### config.mk
export PLATFORM = sky130hd
export DESIGN_NAME = vpg_mode_sequencer
export DESIGN_NICKNAME = d
export VERILOG_FILES = /design/src/rtl/vpg_seq_pkg.sv /design/src/rtl/pll_lock_filter.sv /design/src/rtl/vpg_mode_sequencer.sv
export SDC_FILE = /design/constraint.sdc
export NUM_CORES = 1
export LEC_CHECK = 0
export CAP_MARGIN = 20
export CELL_PAD_IN_SITES_DETAIL_PLACEMENT = 0
export CELL_PAD_IN_SITES_GLOBAL_PLACEMENT = 1
export CORE_AREA = 2 2 117 119
export DETAILED_ROUTE_END_ITERATION = 8
export DIE_AREA = 0 0 119 121
export GPL_ROUTABILITY_DRIVEN = 0
export PLACE_DENSITY_LB_ADDON = 0.1
export RECOVER_POWER = 100
export SETUP_SLACK_MARGIN = 0.1
export SLEW_MARGIN = 20
export SYNTH_ARGS = -nofsm -noshare
export SYNTH_HDL_FRONTEND = slang
export SYNTH_SLANG_ARGS = --single-unit
### constraint.sdc
create_clock -name clk -period 2.3 [get_ports clk]
set_input_delay 0.46 -clock clk [delete_from_list [all_inputs] [get_ports clk]]
set_output_delay 0.46 -clock clk [all_outputs]
set_load 0.01 [all_outputs]
### src/rtl/vpg_seq_pkg.sv
// Shared definitions for the VPG mode-change sequencer: state encoding,
// default timing constants and counter-width helpers.
package vpg_seq_pkg;

    typedef enum logic [2:0] {
        SEQ_IDLE      = 3'd0,
        SEQ_DRAIN     = 3'd1,
        SEQ_KICK      = 3'd2,
        SEQ_GUARD     = 3'd3,
        SEQ_WAIT_LOCK = 3'd4,
        SEQ_RELEASE   = 3'd5
    } seq_state_e;

    localparam logic [3:0] DEF_DEFAULT_MODE        = 4'd0;
    localparam int         DEF_DRAIN_CYCLES        = 16;
    localparam int         DEF_CHANGE_PULSE_CYCLES = 4;
    localparam int         DEF_GUARD_CYCLES        = 64;
    localparam int         DEF_LOCK_STABLE_CYCLES  = 1024;
    localparam int         DEF_TIMEOUT_CYCLES      = 1048576;
    localparam int         DEF_MAX_RETRIES         = 2;

    // Width able to hold the terminal count itself (counters stop there).
    function automatic int cnt_width(input int terminal);
        return $clog2(terminal) + 1;
    endfunction

    function automatic int max3(input int a, input int b, input int c);
        int m;
        m = (a > b) ? a : b;
        return (m > c) ? m : c;
    endfunction

endpackage

### src/rtl/pll_lock_filter.sv
// Synchronizes the asynchronous PLL lock and qualifies it: lock_stable is
// raised in the cycle the LOCK_STABLE_CYCLES-th consecutive synchronized-high
// sample is seen while enabled. The synchronizer delay counts toward the run.
module pll_lock_filter
    import vpg_seq_pkg::*;
#(
    parameter int LOCK_STABLE_CYCLES = DEF_LOCK_STABLE_CYCLES
) (
    input  logic clk,
    input  logic reset,
    input  logic pll_locked,
    input  logic clear,
    input  logic enable,
    output logic lock_stable
);

    localparam int              SW        = cnt_width(LOCK_STABLE_CYCLES);
    localparam logic [SW-1:0]   LOCK_TERM = SW'(LOCK_STABLE_CYCLES);
    localparam logic [SW-1:0]   LOCK_LAST = SW'(LOCK_STABLE_CYCLES - 1);

    logic          sync1_r;
    logic          sync2_r;
    logic [SW-1:0] stable_cnt_r;
    logic [SW-1:0] stable_cnt_nxt_s;

    // Two-flop synchronizer for the lock input.
    always_ff @(posedge clk) begin
        if (reset) begin
            sync1_r <= 1'b0;
            sync2_r <= 1'b0;
        end else begin
            sync1_r <= pll_locked;
            sync2_r <= sync1_r;
        end
    end

    // Consecutive-high counter: cleared on GUARD entry, zeroed on any low, saturating.
    always_comb begin
        stable_cnt_nxt_s = stable_cnt_r;
        if (clear) begin
            stable_cnt_nxt_s = {SW{1'b0}};
        end else if (enable) begin
            if (!sync2_r) begin
                stable_cnt_nxt_s = {SW{1'b0}};
            end else if (stable_cnt_r != LOCK_TERM) begin
                stable_cnt_nxt_s = stable_cnt_r + SW'(1'b1);
            end else begin
                stable_cnt_nxt_s = stable_cnt_r;
            end
        end else begin
            stable_cnt_nxt_s = stable_cnt_r;
        end
    end

    // Counter register.
    always_ff @(posedge clk) begin
        if (reset) begin
            stable_cnt_r <= {SW{1'b0}};
        end else begin
            stable_cnt_r <= stable_cnt_nxt_s;
        end
    end

    // Depends only on registered state so the sequencer's next-state logic has no loop through clear.
    assign lock_stable = enable && sync2_r &&
                         ((stable_cnt_r == LOCK_LAST) || (stable_cnt_r == LOCK_TERM));

endmodule

### src/rtl/vpg_mode_sequencer.sv
// Video-mode change sequencer: holds the VPG in reset, strobes the PLL
// reconfiguration controller with the new mode, waits for a stable lock with
// timeout/retry, then releases the VPG. A one-entry pending register buffers
// the most recent request; reset preloads it so DEFAULT_MODE configures itself.
module vpg_mode_sequencer
    import vpg_seq_pkg::*;
#(
    parameter logic [3:0] DEFAULT_MODE        = DEF_DEFAULT_MODE,
    parameter int         DRAIN_CYCLES        = DEF_DRAIN_CYCLES,
    parameter int         CHANGE_PULSE_CYCLES = DEF_CHANGE_PULSE_CYCLES,
    parameter int         GUARD_CYCLES        = DEF_GUARD_CYCLES,
    parameter int         LOCK_STABLE_CYCLES  = DEF_LOCK_STABLE_CYCLES,
    parameter int         TIMEOUT_CYCLES      = DEF_TIMEOUT_CYCLES,
    parameter int         MAX_RETRIES         = DEF_MAX_RETRIES
) (
    input  logic       clk,
    input  logic       reset,
    input  logic [3:0] mode_req,
    input  logic       mode_req_valid,
    input  logic       pll_locked,
    output logic [3:0] mode,
    output logic       mode_change,
    output logic       vpg_reset,
    output logic       busy,
    output logic       done,
    output logic       error,
    output logic       err_flag,
    output logic [3:0] cur_mode
);

    localparam logic [2:0] ST_IDLE      = SEQ_IDLE;
    localparam logic [2:0] ST_DRAIN     = SEQ_DRAIN;
    localparam logic [2:0] ST_KICK      = SEQ_KICK;
    localparam logic [2:0] ST_GUARD     = SEQ_GUARD;
    localparam logic [2:0] ST_WAIT_LOCK = SEQ_WAIT_LOCK;
    localparam logic [2:0] ST_RELEASE   = SEQ_RELEASE;

    localparam int PW = cnt_width(max3(DRAIN_CYCLES, CHANGE_PULSE_CYCLES, GUARD_CYCLES));
    localparam int TW = cnt_width(TIMEOUT_CYCLES);
    localparam int RW = cnt_width(MAX_RETRIES);

    localparam logic [PW-1:0] DRAIN_LAST  = PW'(DRAIN_CYCLES - 1);
    localparam logic [PW-1:0] CHANGE_LAST = PW'(CHANGE_PULSE_CYCLES - 1);
    localparam logic [PW-1:0] GUARD_LAST  = PW'(GUARD_CYCLES - 1);
    localparam logic [TW-1:0] TMO_LAST    = TW'(TIMEOUT_CYCLES - 1);
    localparam logic [RW-1:0] RETRY_MAX   = RW'(MAX_RETRIES);

    logic [2:0]    state_r,       state_nxt_s;
    logic [PW-1:0] phase_cnt_r,   phase_cnt_nxt_s;
    logic [TW-1:0] tmo_cnt_r,     tmo_cnt_nxt_s;
    logic [RW-1:0] retry_r,       retry_nxt_s;
    logic [3:0]    mode_r,        mode_nxt_s;
    logic [3:0]    cur_mode_r,    cur_mode_nxt_s;
    logic          cfg_valid_r,   cfg_valid_nxt_s;
    logic          vpg_reset_r,   vpg_reset_nxt_s;
    logic          err_flag_r,    err_flag_nxt_s;
    logic          done_r,        done_nxt_s;
    logic          error_r,       error_nxt_s;
    logic          mode_change_r;
    logic          busy_r;
    logic          pend_valid_r;
    logic [3:0]    pend_mode_r;
    logic          consume_s;
    logic          guard_entry_s;
    logic          lock_stable_s;
    logic          timeout_s;

    assign guard_entry_s = (state_r == ST_KICK) && (phase_cnt_r == CHANGE_LAST);
    assign timeout_s     = (tmo_cnt_r == TMO_LAST);

    pll_lock_filter #(
        .LOCK_STABLE_CYCLES (LOCK_STABLE_CYCLES)
    ) u_lock_filter (
        .clk         (clk),
        .reset       (reset),
        .pll_locked  (pll_locked),
        .clear       (guard_entry_s),
        .enable      (state_r == ST_WAIT_LOCK),
        .lock_stable (lock_stable_s)
    );

    // Next-state and next-output logic of the sequencing FSM.
    always_comb begin
        state_nxt_s     = state_r;
        phase_cnt_nxt_s = phase_cnt_r;
        tmo_cnt_nxt_s   = tmo_cnt_r;
        retry_nxt_s     = retry_r;
        mode_nxt_s      = mode_r;
        cur_mode_nxt_s  = cur_mode_r;
        cfg_valid_nxt_s = cfg_valid_r;
        vpg_reset_nxt_s = vpg_reset_r;
        err_flag_nxt_s  = err_flag_r;
        done_nxt_s      = 1'b0;
        error_nxt_s     = 1'b0;
        consume_s       = 1'b0;
        case (state_r)
            ST_IDLE: begin
                if (pend_valid_r) begin
                    consume_s = 1'b1;
                    // Already running this mode cleanly: acknowledge without touching the PLL.
                    if ((pend_mode_r == cur_mode_r) && !err_flag_r && cfg_valid_r) begin
                        done_nxt_s = 1'b1;
                    end else begin
                        mode_nxt_s      = pend_mode_r;
                        err_flag_nxt_s  = 1'b0;
                        retry_nxt_s     = {RW{1'b0}};
                        phase_cnt_nxt_s = {PW{1'b0}};
                        vpg_reset_nxt_s = 1'b1;
                        state_nxt_s     = ST_DRAIN;
                    end
                end else begin
                    state_nxt_s = ST_IDLE;
                end
            end
            ST_DRAIN: begin
                if (phase_cnt_r == DRAIN_LAST) begin
                    phase_cnt_nxt_s = {PW{1'b0}};
                    state_nxt_s     = ST_KICK;
                end else begin
                    phase_cnt_nxt_s = phase_cnt_r + PW'(1'b1);
                end
            end
            ST_KICK: begin
                if (guard_entry_s) begin
                    phase_cnt_nxt_s = {PW{1'b0}};
                    tmo_cnt_nxt_s   = {TW{1'b0}};
                    state_nxt_s     = ST_GUARD;
                end else begin
                    phase_cnt_nxt_s = phase_cnt_r + PW'(1'b1);
                end
            end
            ST_GUARD, ST_WAIT_LOCK: begin
                if ((state_r == ST_WAIT_LOCK) && lock_stable_s) begin
                    state_nxt_s = ST_RELEASE;
                end else if (timeout_s) begin
                    if (retry_r < RETRY_MAX) begin
                        retry_nxt_s     = retry_r + RW'(1'b1);
                        phase_cnt_nxt_s = {PW{1'b0}};
                        state_nxt_s     = ST_DRAIN;
                    end else begin
                        error_nxt_s    = 1'b1;
                        err_flag_nxt_s = 1'b1;
                        state_nxt_s    = ST_IDLE;
                    end
                end else begin
                    tmo_cnt_nxt_s = tmo_cnt_r + TW'(1'b1);
                    if ((state_r == ST_GUARD) && (phase_cnt_r == GUARD_LAST)) begin
                        phase_cnt_nxt_s = {PW{1'b0}};
                        state_nxt_s     = ST_WAIT_LOCK;
                    end else if (state_r == ST_GUARD) begin
                        phase_cnt_nxt_s = phase_cnt_r + PW'(1'b1);
                    end else begin
                        phase_cnt_nxt_s = phase_cnt_r;
                    end
                end
            end
            ST_RELEASE: begin
                vpg_reset_nxt_s = 1'b0;
                cur_mode_nxt_s  = mode_r;
                cfg_valid_nxt_s = 1'b1;
                done_nxt_s      = 1'b1;
                state_nxt_s     = ST_IDLE;
            end
            default: begin
                vpg_reset_nxt_s = 1'b1;
                state_nxt_s     = ST_IDLE;
            end
        endcase
    end

    // FSM state, counters and registered outputs.
    always_ff @(posedge clk) begin
        if (reset) begin
            state_r       <= ST_IDLE;
            phase_cnt_r   <= {PW{1'b0}};
            tmo_cnt_r     <= {TW{1'b0}};
            retry_r       <= {RW{1'b0}};
            mode_r        <= DEFAULT_MODE;
            cur_mode_r    <= DEFAULT_MODE;
            cfg_valid_r   <= 1'b0;
            vpg_reset_r   <= 1'b1;
            err_flag_r    <= 1'b0;
            done_r        <= 1'b0;
            error_r       <= 1'b0;
            mode_change_r <= 1'b0;
            busy_r        <= 1'b0;
        end else begin
            state_r       <= state_nxt_s;
            phase_cnt_r   <= phase_cnt_nxt_s;
            tmo_cnt_r     <= tmo_cnt_nxt_s;
            retry_r       <= retry_nxt_s;
            mode_r        <= mode_nxt_s;
            cur_mode_r    <= cur_mode_nxt_s;
            cfg_valid_r   <= cfg_valid_nxt_s;
            vpg_reset_r   <= vpg_reset_nxt_s;
            err_flag_r    <= err_flag_nxt_s;
            done_r        <= done_nxt_s;
            error_r       <= error_nxt_s;
            mode_change_r <= (state_nxt_s == ST_KICK);
            busy_r        <= (state_nxt_s != ST_IDLE);
        end
    end

    // One-entry, last-writer-wins request buffer; a new request beats consumption.
    always_ff @(posedge clk) begin
        if (reset) begin
            pend_valid_r <= 1'b1;
            pend_mode_r  <= DEFAULT_MODE;
        end else if (mode_req_valid) begin
            pend_valid_r <= 1'b1;
            pend_mode_r  <= mode_req;
        end else if (consume_s) begin
            pend_valid_r <= 1'b0;
            pend_mode_r  <= pend_mode_r;
        end else begin
            pend_valid_r <= pend_valid_r;
            pend_mode_r  <= pend_mode_r;
        end
    end

    assign mode        = mode_r;
    assign mode_change = mode_change_r;
    assign vpg_reset   = vpg_reset_r;
    assign busy        = busy_r;
    assign done        = done_r;
    assign error       = error_r;
    assign err_flag    = err_flag_r;
    assign cur_mode    = cur_mode_r;

endmodule
# Yosys cells after proc, flatten, opt, wreduce, memory -nomap -nowiden
# Index checks and enable logic that the tools add are counted.
# totals
ff_bits	66
latchBits	0
mem_bits_rw	0
romBits	0
inputBits	8
output_inout_bits	14
wordCells	124
memories	0
# classes
add_sub_neg	4
mul	0
n_div	0
order_cmp	1
eq_ne	25
n_shift	0
n_mux	46
bitwise	4
n_reduce_logical	26
# op_table
operator	count
two-way mux 21 bit	3
two-way mux 7 bit	9
one-hot mux 21 bit (2 select lines)	1
one-hot mux 7 bit (4 select lines)	1
two-way mux 11 bit	2
adder 21 x 1 -> 21 bit, second input constant	1
equality test 21 x 20 -> 1 bit, second input constant	1
two-way mux 3 bit	7
inequality test 2 bit, second input constant	9
AND reduction 6 bit	3
two-way mux 1 bit	13
one-hot mux 3 bit (4 select lines)	1
adder 11 x 1 -> 11 bit, second input constant	1
equality test 11 x 10 -> 1 bit, second input constant	1
equality test 11 bit, second input constant	1
inequality test 11 bit, second input constant	1
two-way mux 2 bit	5
equality test 3 x 2 -> 1 bit, second input constant	3
OR reduction 4 bit	2
adder 7 x 1 -> 7 bit, second input constant	1
equality test 7 x 2 -> 1 bit, second input constant	1
equality test 7 x 4 -> 1 bit, second input constant	1
equality test 7 x 6 -> 1 bit, second input constant	1
logical AND 1 bit	7
21 further kinds	30

# Logic depth before layout (Yosys ltp)
# Gate-level depths: netlist of the first run.
# logic_depth
depth_word	7
depth_mapped	9

# Cells and area by module
# A second synthesis of the first run with hierarchy kept.
# unflattened
hier_cells	401
hier_area_um2	3319.4
# by_module_without_submodules
module	n_inst	cells_per_inst	area_per_inst_um2
vpg_mode_sequencer	1	317	2636.3
pll_lock_filter	1	84	683.2

# Worst setup path before layout of the first run
# OpenSTA, ideal clock, no wires.
# synth_timing
path_kind	register to register
start	reg u_lock_filter.stable_cnt_r[0]
end	reg phase_cnt_r[2]
t_arrival_ns	2.378
path_slack_ns	-0.152
stages_incl_launch_ff	10
path_buffers	1
period_less_slack_ns	2.452
path_cell_list	dfxtp_1 inv_1 ha_1 and2_1 and3_4 o21ba_1 or4b_1 buf_2 or4b_1 a31oi_1
# synth_between
elab_chain_len	6
# synth_lines
element	line	text
start, declared	pll_lock_filter.sv:23	logic [SW-1:0] stable_cnt_r;
start signal, assigned	pll_lock_filter.sv:58	stable_cnt_r <= {SW{1'b0}};
start signal, assigned	pll_lock_filter.sv:60	stable_cnt_r <= stable_cnt_nxt_s;
equality test 11 x 10 -> 1 bit / equality test 11 bit (equally long branches)	pll_lock_filter.sv:66	((stable_cnt_r == LOCK_LAST) || (stable_cnt_r == LOCK_TERM));
logical OR 1 bit *	pll_lock_filter.sv:66	
logical AND 1 bit *	pll_lock_filter.sv:65	assign lock_stable = enable && sync2_r &&
logical AND 1 bit *	vpg_mode_sequencer.sv:133	if ((state_r == ST_WAIT_LOCK) && lock_stable_s) begin
inequality test 2 bit (no line) *	--	
AND reduction 6 bit (no line) *	--	
end signal, assigned	vpg_mode_sequencer.sv:175	phase_cnt_r <= {PW{1'b0}};
end signal, assigned	vpg_mode_sequencer.sv:189	phase_cnt_r <= phase_cnt_nxt_s;
end, declared	vpg_mode_sequencer.sv:49	logic [PW-1:0] phase_cnt_r, phase_cnt_nxt_s;
# Mark *: on every way between the ends. The rest lies on a longest branch, timed or not.
# A chain may end at the register's enable or synchronous reset.

# Worst setup path in the final report of the first run
# Ends and elaborated chain as after synthesis.

==> impl_metrics.py, run 1 <==
metrics = {
    "die": {
        "top_level_ports": 22,
        "dieArea_um2": 14400,
        "die_x_um": 119,
        "rows": 42,
        "die_h_um": 121,
        "core_area_um2": 13100,
        "initial_utilization_pct": 24.6,
    },
    "drt": {
        "routed_via_density": 4.69,
        "wl_per_cell_um": 13.7,
        "ant_nets": 0,
        "wl_um": 8650,
        "num_vias": 2962,
        "dr.pass1.iters": 4,
        "dr.first_iter.drc_count": 116,
        "drc": 0,
    },
    "final_layout": {
        "final_core_util_pct": 34.1,
        "fillers": 1358,
        "drive_gt1_share_pct": 22.6,
        "seq_area_um2": 1340,
        "multiInputGateArea_um2": 1890,
        "areaGrowthSynthToFinish_pct": 38.9,
        "layout.cells.non_filler": 632,
        "diodes": 0,
        "num-nets-final": 463,
    },
    "critical_path": {
        "end_kind": "register",
        "cp_cell_sequence": "inv_2 > ha_4 > and2_4 > and3_4 > o21ba_4 > or4b_4 > or4b_1 > a31oi_1",
        "critPathRequiredTime_ns": 2.56,
        "start_kind": "register",
        "critPathSlowestCell": "or4b_4",
        "crit_path_max_fanout": 3,
        "worstSetupPathType": "reg -> reg",
        "arrival_ns": 2.44,
        "critical-path-max-stage-delay_ns": 0.49,
    },
    "outcome": {
        "status": "complete, no violations",
    },
    "sta": {
        "fin_crit_ns": 2.18,
        "fin_ws_ns": 0.122,
        "hold_viol": 0,
        "slew_headroom_pct": 33.3,
        "fmax_mhz": 459,
        "tightest_slew_ns": 1.00,
        "skew_ns": 0.00501,
        "min_period_over_period_pct": 94.7,
        "maxSlewViolCount": 0,
        "setup_viol": 0,
        "grt_setup_unrepaired": "yes",
    },
    "clocking": {
        "cts_tree": "built",
        "clkTransAtPathRegs_ns": 0.06,
        "cts_buffers": 9,
        "clk_latency_ns": 0.34,
        "cts_root_buffer": "clkbuf_16",
        "cts-hold-fix-buffers": 0,
        "cts_buffer_depth": 2,
        "cts.htree.levels": 3,
        "clkSinkCount": 66,
    },
    "worst_hold_path": {
        "min-delay-path-class": "reg -> reg",
    },
    "placement": {
        "hpwl_um": 6320,
        "io_buffer_count": 21,
        "numPlacedInstances": 607,
        "dpl_worst_slack_ns": -0.0819,
    },
    "yosys": {
        "netlist_instances": 375,
        "synth_seq_area_share_pct": 41.1,
        "avgSynthCellArea_um2": 8.57,
        "synth_ff_type": "dfxtp_1",
        "ys_types": 55,
        "async_flop_share_pct": 0,
        "syn_nets": 387,
        "netlist_area_um2": 3210,
        "synth_edf_count": 0,
        "yosysWarnings": 0,
        "ys_seq_elements": 66,
    },
    "grt": {
        "antenna_found_initial": 0,
        "first_global_vias": 2929,
        "grt-ovfl-total": 0,
        "grt_usage_pct": 13.1,
        "grt_pass1_wl_um": 14600,
        "grt_max_degree": 23,
    },
    "pwr": {
        "p_per_area_nw_per_um2": 660,
        "irDropWorstVdd_v": 0.000310,
        "p_leak_nw": 1.69,
    },
    "job": {
        "cap_violations": 0,
    },
}
-- power by group --
group	leakage, nW	total (W)	switching, W	internal [W]
Sequential	0.538	0.00118	0.0000161	0.00116
Combinational	0.989	0.000180	0.0000929	0.0000870
Clock	0.166	0.00159	0.000529	0.00106
Total	1.69	0.00295	0.000638	0.00231
-- critical path, delay by kind of cell, from the launching register on --
family | cells | cell delay, ns
compound gates | 2 | 0.32
fa+ha+maj | 1 | 0.14
buf+inv | 1 | 0.05
flops | 1 | 0.35
simple gates | 4 | 1.24
-- per-layer routing --
layer	global-route usage [%]	up-vias	routed length, um
met5	0	-	0
met4	6.47	0	202
met3	3.57	14	286
met2	20.5	35	4010
met1	16.5	1382	4150
li1	-	1531	-
-- cells in the mapped netlist, drive strengths merged (4+ instances only) --
cell	count	area, um2
dfxtp	66	1320
nor2	47	176
nand2	23	86.3
a21oi	18	90.1
nand3	18	90.1
o21ai	17	85.1
or3	14	87.6
mux2i	13	130
xor2	13	114
inv	11	41.3
clkbuf	10	37.5
xnor2	8	70.1
nor3	7	35.0
o2111ai	7	61.3
o211ai	7	52.6
a31oi	6	37.5
and3	6	42.5
buf	6	28.8
nand2b	6	37.5
nand4	6	52.6
nor4	6	43.8
nor2b	5	31.3
or4	5	37.5
and4	4	35.0
ha	4	50.1
-- sequential cells by signal, indices dropped and copies added, names as in the netlist, 2 cells and up --
name / cells
cur_mode: 4
mode: 4
pend_mode_r: 4
phase_cnt_r: 7
retry_r: 2
state_r: 3
tmo_cnt_r: 21
u_lock_filter.stable_cnt_r: 11
-- repair_timing --
item,4_1_cts,5_1_grt
gates resized for setup,5,23
buffers inserted,5,4
pin swaps,4,6
endpoints found under the setup margin,20,30
endpoints found under the hold margin,0,0
-- final cells by class --
type                    instances  share of cell area [%]
multi-input cells             282                    42.4
flip-flops and latches         66                    29.9
repair buffers                 81                    14.1
clock buffers                   9                    5.05
well taps                     176                    4.94
clock inverters                 7                    2.61
inverters                      11                   0.925
-- cell families after synthesis --
| group | Yosys count | synth area share (%) |
|---|---|---|
| adders and majority gates | 4 | 1.56 |
| DFF | 66 | 41.1 |
| muxes | 13 | 4.05 |
| and+or+nand+nor | 165 | 27.8 |
| buffers and inverters | 27 | 3.35 |
| xor gates and xnor gates | 21 | 5.72 |
| AOI/OAI and AO/OA | 79 | 16.4 |
-- per-stage QoR --
step / TNS (ns) / hold slack [ns] / area (um2) / total power [W]
after floorplan: 0 / 0.414 / 3250 / 0.00131
after global placement: -0.00759 / 0.424 / 3990 / 0.00139
after detailed placement: -0.156 / 0.435 / 3990 / 0.00139
after CTS: 0 / 0.449 / 4390 / 0.00301
after global routing: 0 / 0.461 / 4460 / 0.00307
final: 0 / 0.445 / 4460 / 0.00295
-- cells in the final DEF (no fill, tap or decap), types with 3 or more instances in the layout --
cell type | Yosys | layout
dfxtp_1 | 66 | 59
buf_4 | 0 | 48
nor2_1 | 47 | 47
nand2_1 | 23 | 23
a21oi_1 | 18 | 18
nand3_1 | 18 | 17
or3_1 | 14 | 14
dlygate4sd3_1 | 0 | 14
o21ai_0 | 14 | 13
xor2_1 | 13 | 13
mux2i_1 | 13 | 13
inv_1 | 11 | 9
clkbuf_16 | 0 | 9
xnor2_1 | 8 | 8
o211ai_1 | 7 | 7
o2111ai_1 | 7 | 7
clkdlybuf4s50_1 | 0 | 7
clkbuf_1 | 10 | 7
nand2b_1 | 6 | 6
a31oi_1 | 6 | 6
nor3_1 | 7 | 6
and3_1 | 5 | 5
nand4_1 | 5 | 5
nor2b_1 | 5 | 5
or4_1 | 5 | 5
dfxtp_2 | 0 | 5
nor4_1 | 5 | 4
nor3b_1 | 3 | 3
o21ai_2 | 0 | 3
o311ai_0 | 2 | 3
o31ai_1 | 3 | 3
nand3b_1 | 3 | 3
bufinv_16 | 0 | 3
-- final timing paths --
path | start | endpoint | slack, ns | cells after the start
max reg2reg | u_lock_filter.stable_cnt_r[0] | phase_cnt_r[2] | 0.12 | 8
min | u_lock_filter.sync1_r | u_lock_filter.sync2_r | 0.45 | 1
min reg2reg | u_lock_filter.sync1_r | u_lock_filter.sync2_r | 0.45 | 1
max | u_lock_filter.stable_cnt_r[0] | phase_cnt_r[2] | 0.12 | 8
No activity file was read; power rests on OpenSTA's default activity.
==> inputs of run 2 (changes only) <==
CAP_MARGIN = 10   (was 20)
==> results of run 2 <==
Final layout, timing and power as in run 1 (identical DEF).
==> inputs of run 3 (changes only) <==
CELL_PAD_IN_SITES_DETAIL_PLACEMENT = default   (was 0)
CELL_PAD_IN_SITES_GLOBAL_PLACEMENT = default   (was 1)
PLACE_DENSITY_LB_ADDON = default   (was 0.1)
clock period = 2.5 ns   (was 2.3 ns; I/O delays follow)
==> run 3 against run 2 <==
Effect of this change:
- setup slack better by 0.023 ns
- clock power decreased by 25%
- global-route usage fell by 2.8 points
- sequential share of layout area rose by 2.6 points
- combinational power decreased by 19%
- critical path depth did not move
- critical path type unchanged
- clock skew fell by 0.00056 ns
- flip-flop and latch count is the same
- via count is 4.7% lower
- core utilization shrank 3.0 points
- fmax down 7.5%
==> impl_metrics.py, run 3 (synthesis results as in run 1) <==
metrics = {
    "final_layout": {
        "most-common-layout-cells": "dfxtp_1 (64), nor2_1 (47), nand2_1 (23)",
        "final_core_util_pct": 31.1,
        "areaGrowthSynthToFinish_pct": 26.7,
        "drive_gt1_share_pct": 11.3,
        "largest_registers": "tmo_cnt_r: 21 flops, u_lock_filter.stable_cnt_r: 11 flops, phase_cnt_r: 7 flops",
        "num-nets-final": 425,
        "largest_reg_flops": 21,
        "max_flop_register": "tmo_cnt_r",
        "fillers": 1367,
        "diodes": 0,
        "layout_commonest_cell": "dfxtp_1",
    },
    "sta": {
        "fin_hold_ws_ns": 0.439,
        "maxSlewViolCount": 0,
        "tightest_slew_ns": 0.684,
        "slew_headroom_pct": 54.1,
        "skew_ns": 0.00446,
        "min_period_over_period_pct": 94.2,
        "hold_viol": 0,
        "setup_tns_ns": 0,
        "setup_viol": 0,
        "fmax_mhz": 425,
        "fin_ws_ns": 0.146,
        "fin_crit_ns": 2.35,
        "grt_setup_unrepaired": "yes",
    },
    "drt": {
        "wl_um": 7200,
        "num_vias": 2824,
        "drc": 0,
        "dr.first_iter.drc_count": 144,
        "ant_nets": 0,
        "wl_per_cell_um": 12.1,
        "routed_via_density": 4.76,
        "dr.pass1.iters": 4,
    },
    "pwr": {
        "p_per_area_nw_per_um2": 599,
        "p_leak_nw": 1.50,
        "irDropWorstVdd_v": 0.000267,
    },
    "grt": {
        "grt-ovfl-total": 0,
        "first_global_vias": 2637,
        "grt_usage_pct": 10.3,
        "grt_pass1_wl_um": 12100,
        "grt_max_degree": 34,
        "antenna_found_initial": 0,
    },
    "job": {
        "cap_violations": 0,
    },
    "clocking": {
        "cts_root_buffer": "clkbuf_16",
        "cts_buffer_depth": 2,
        "cts.htree.levels": 3,
        "cts_tree": "built",
        "clk_latency_ns": 0.32,
        "clkSinkCount": 66,
        "clkTransAtPathRegs_ns": 0.05,
        "cts_buffers": 9,
    },
    "die": {
        "die_h_um": 121,
        "initial_utilization_pct": 24.6,
        "top_level_ports": 22,
        "dieArea_um2": 14400,
        "die_x_um": 119,
        "core_area_um2": 13100,
        "rows": 42,
    },
    "placement": {
        "io_buffer_count": 21,
        "dpl_worst_slack_ns": 0.124,
        "hpwl_um": 5160,
    },
    "critical_path": {
        "arrival_ns": 2.61,
        "crit_path_max_fanout": 5,
        "critPathRequiredTime_ns": 2.75,
        "worstSetupPathType": "reg -> reg",
        "start_kind": "register",
        "reg2reg_depth": 8,
        "end_kind": "register",
    },
    "worst_hold_path": {
        "min-delay-path-class": "reg -> reg",
        "hold_depth": 1,
    },
    "outcome": {
        "status": "complete, no violations",
    },
}
==> run 3: worst paths after layout <==
check                                      from                     to  slack [ns]
setup / recovery  u_lock_filter.stable_cnt_r[1]         phase_cnt_r[2]        0.15
hold / removal            u_lock_filter.sync1_r  u_lock_filter.sync2_r        0.44
setup reg to reg  u_lock_filter.stable_cnt_r[1]         phase_cnt_r[2]        0.15
hold reg to reg           u_lock_filter.sync1_r  u_lock_filter.sync2_r        0.44
==> run 3: timing repair <==
| item | in CTS | in global routing |
|---|---|---|
| setup buffers | 0 | 5 |
| setup endpoints to repair | 0 | 26 |
| hold buffers | 0 | 0 |
| gates resized for setup | 0 | 14 |
==> run 3: power breakdown <==
group          total [W]  switching, W  internal [W]
sequential       0.00109     0.0000171       0.00107
combinational   0.000145     0.0000781     0.0000672
clock            0.00120      0.000440      0.000763
total            0.00244      0.000536       0.00190
==> run 3: per-layer routing <==
layer | share of wire, % | wire length [um] | GRT usage (%) | vias up
met5 | 0 | 0 | 0 | -
li1 | - | - | - | 1451
met2 | 49 | 3490 | 17.2 | 41
met3 | 3.5 | 252 | 3.62 | 6
met1 | 47 | 3420 | 12.7 | 1326
met4 | 0.50 | 36 | 2.38 | 0
==> run 3: cell type report <==
class	instances	area [um2]	area share (%)
clock inverter	5	56.3	1.38
sequential	66	1320	32.5
timing repair buffer	43	370	9.10
inverter	11	41.3	1.01
multi-input combinational	282	1830	45.0
clock buffer	10	229	5.62
tap	176	220	5.41
==> run 3: critical path: stages, from the launching register on <==
cell     delay, ns
dfxtp_1       0.36
inv_1         0.07
ha_1          0.17
and2_0        0.18
and3_4        0.17
o21ba_1       0.23
or4b_1        0.50
or4b_1        0.47
a31oi_1       0.13
==> run 3: metrics by stage <==
stage | cells | total power, W | area, um2
after global placement | 573 | 0.00126 | 3720
after detailed placement | 573 | 0.00126 | 3720
after global routing | 593 | 0.00253 | 4070
final | 593 | 0.00244 | 4070
after floorplan | 375 | 0.00120 | 3220
after CTS | 588 | 0.00248 | 4000
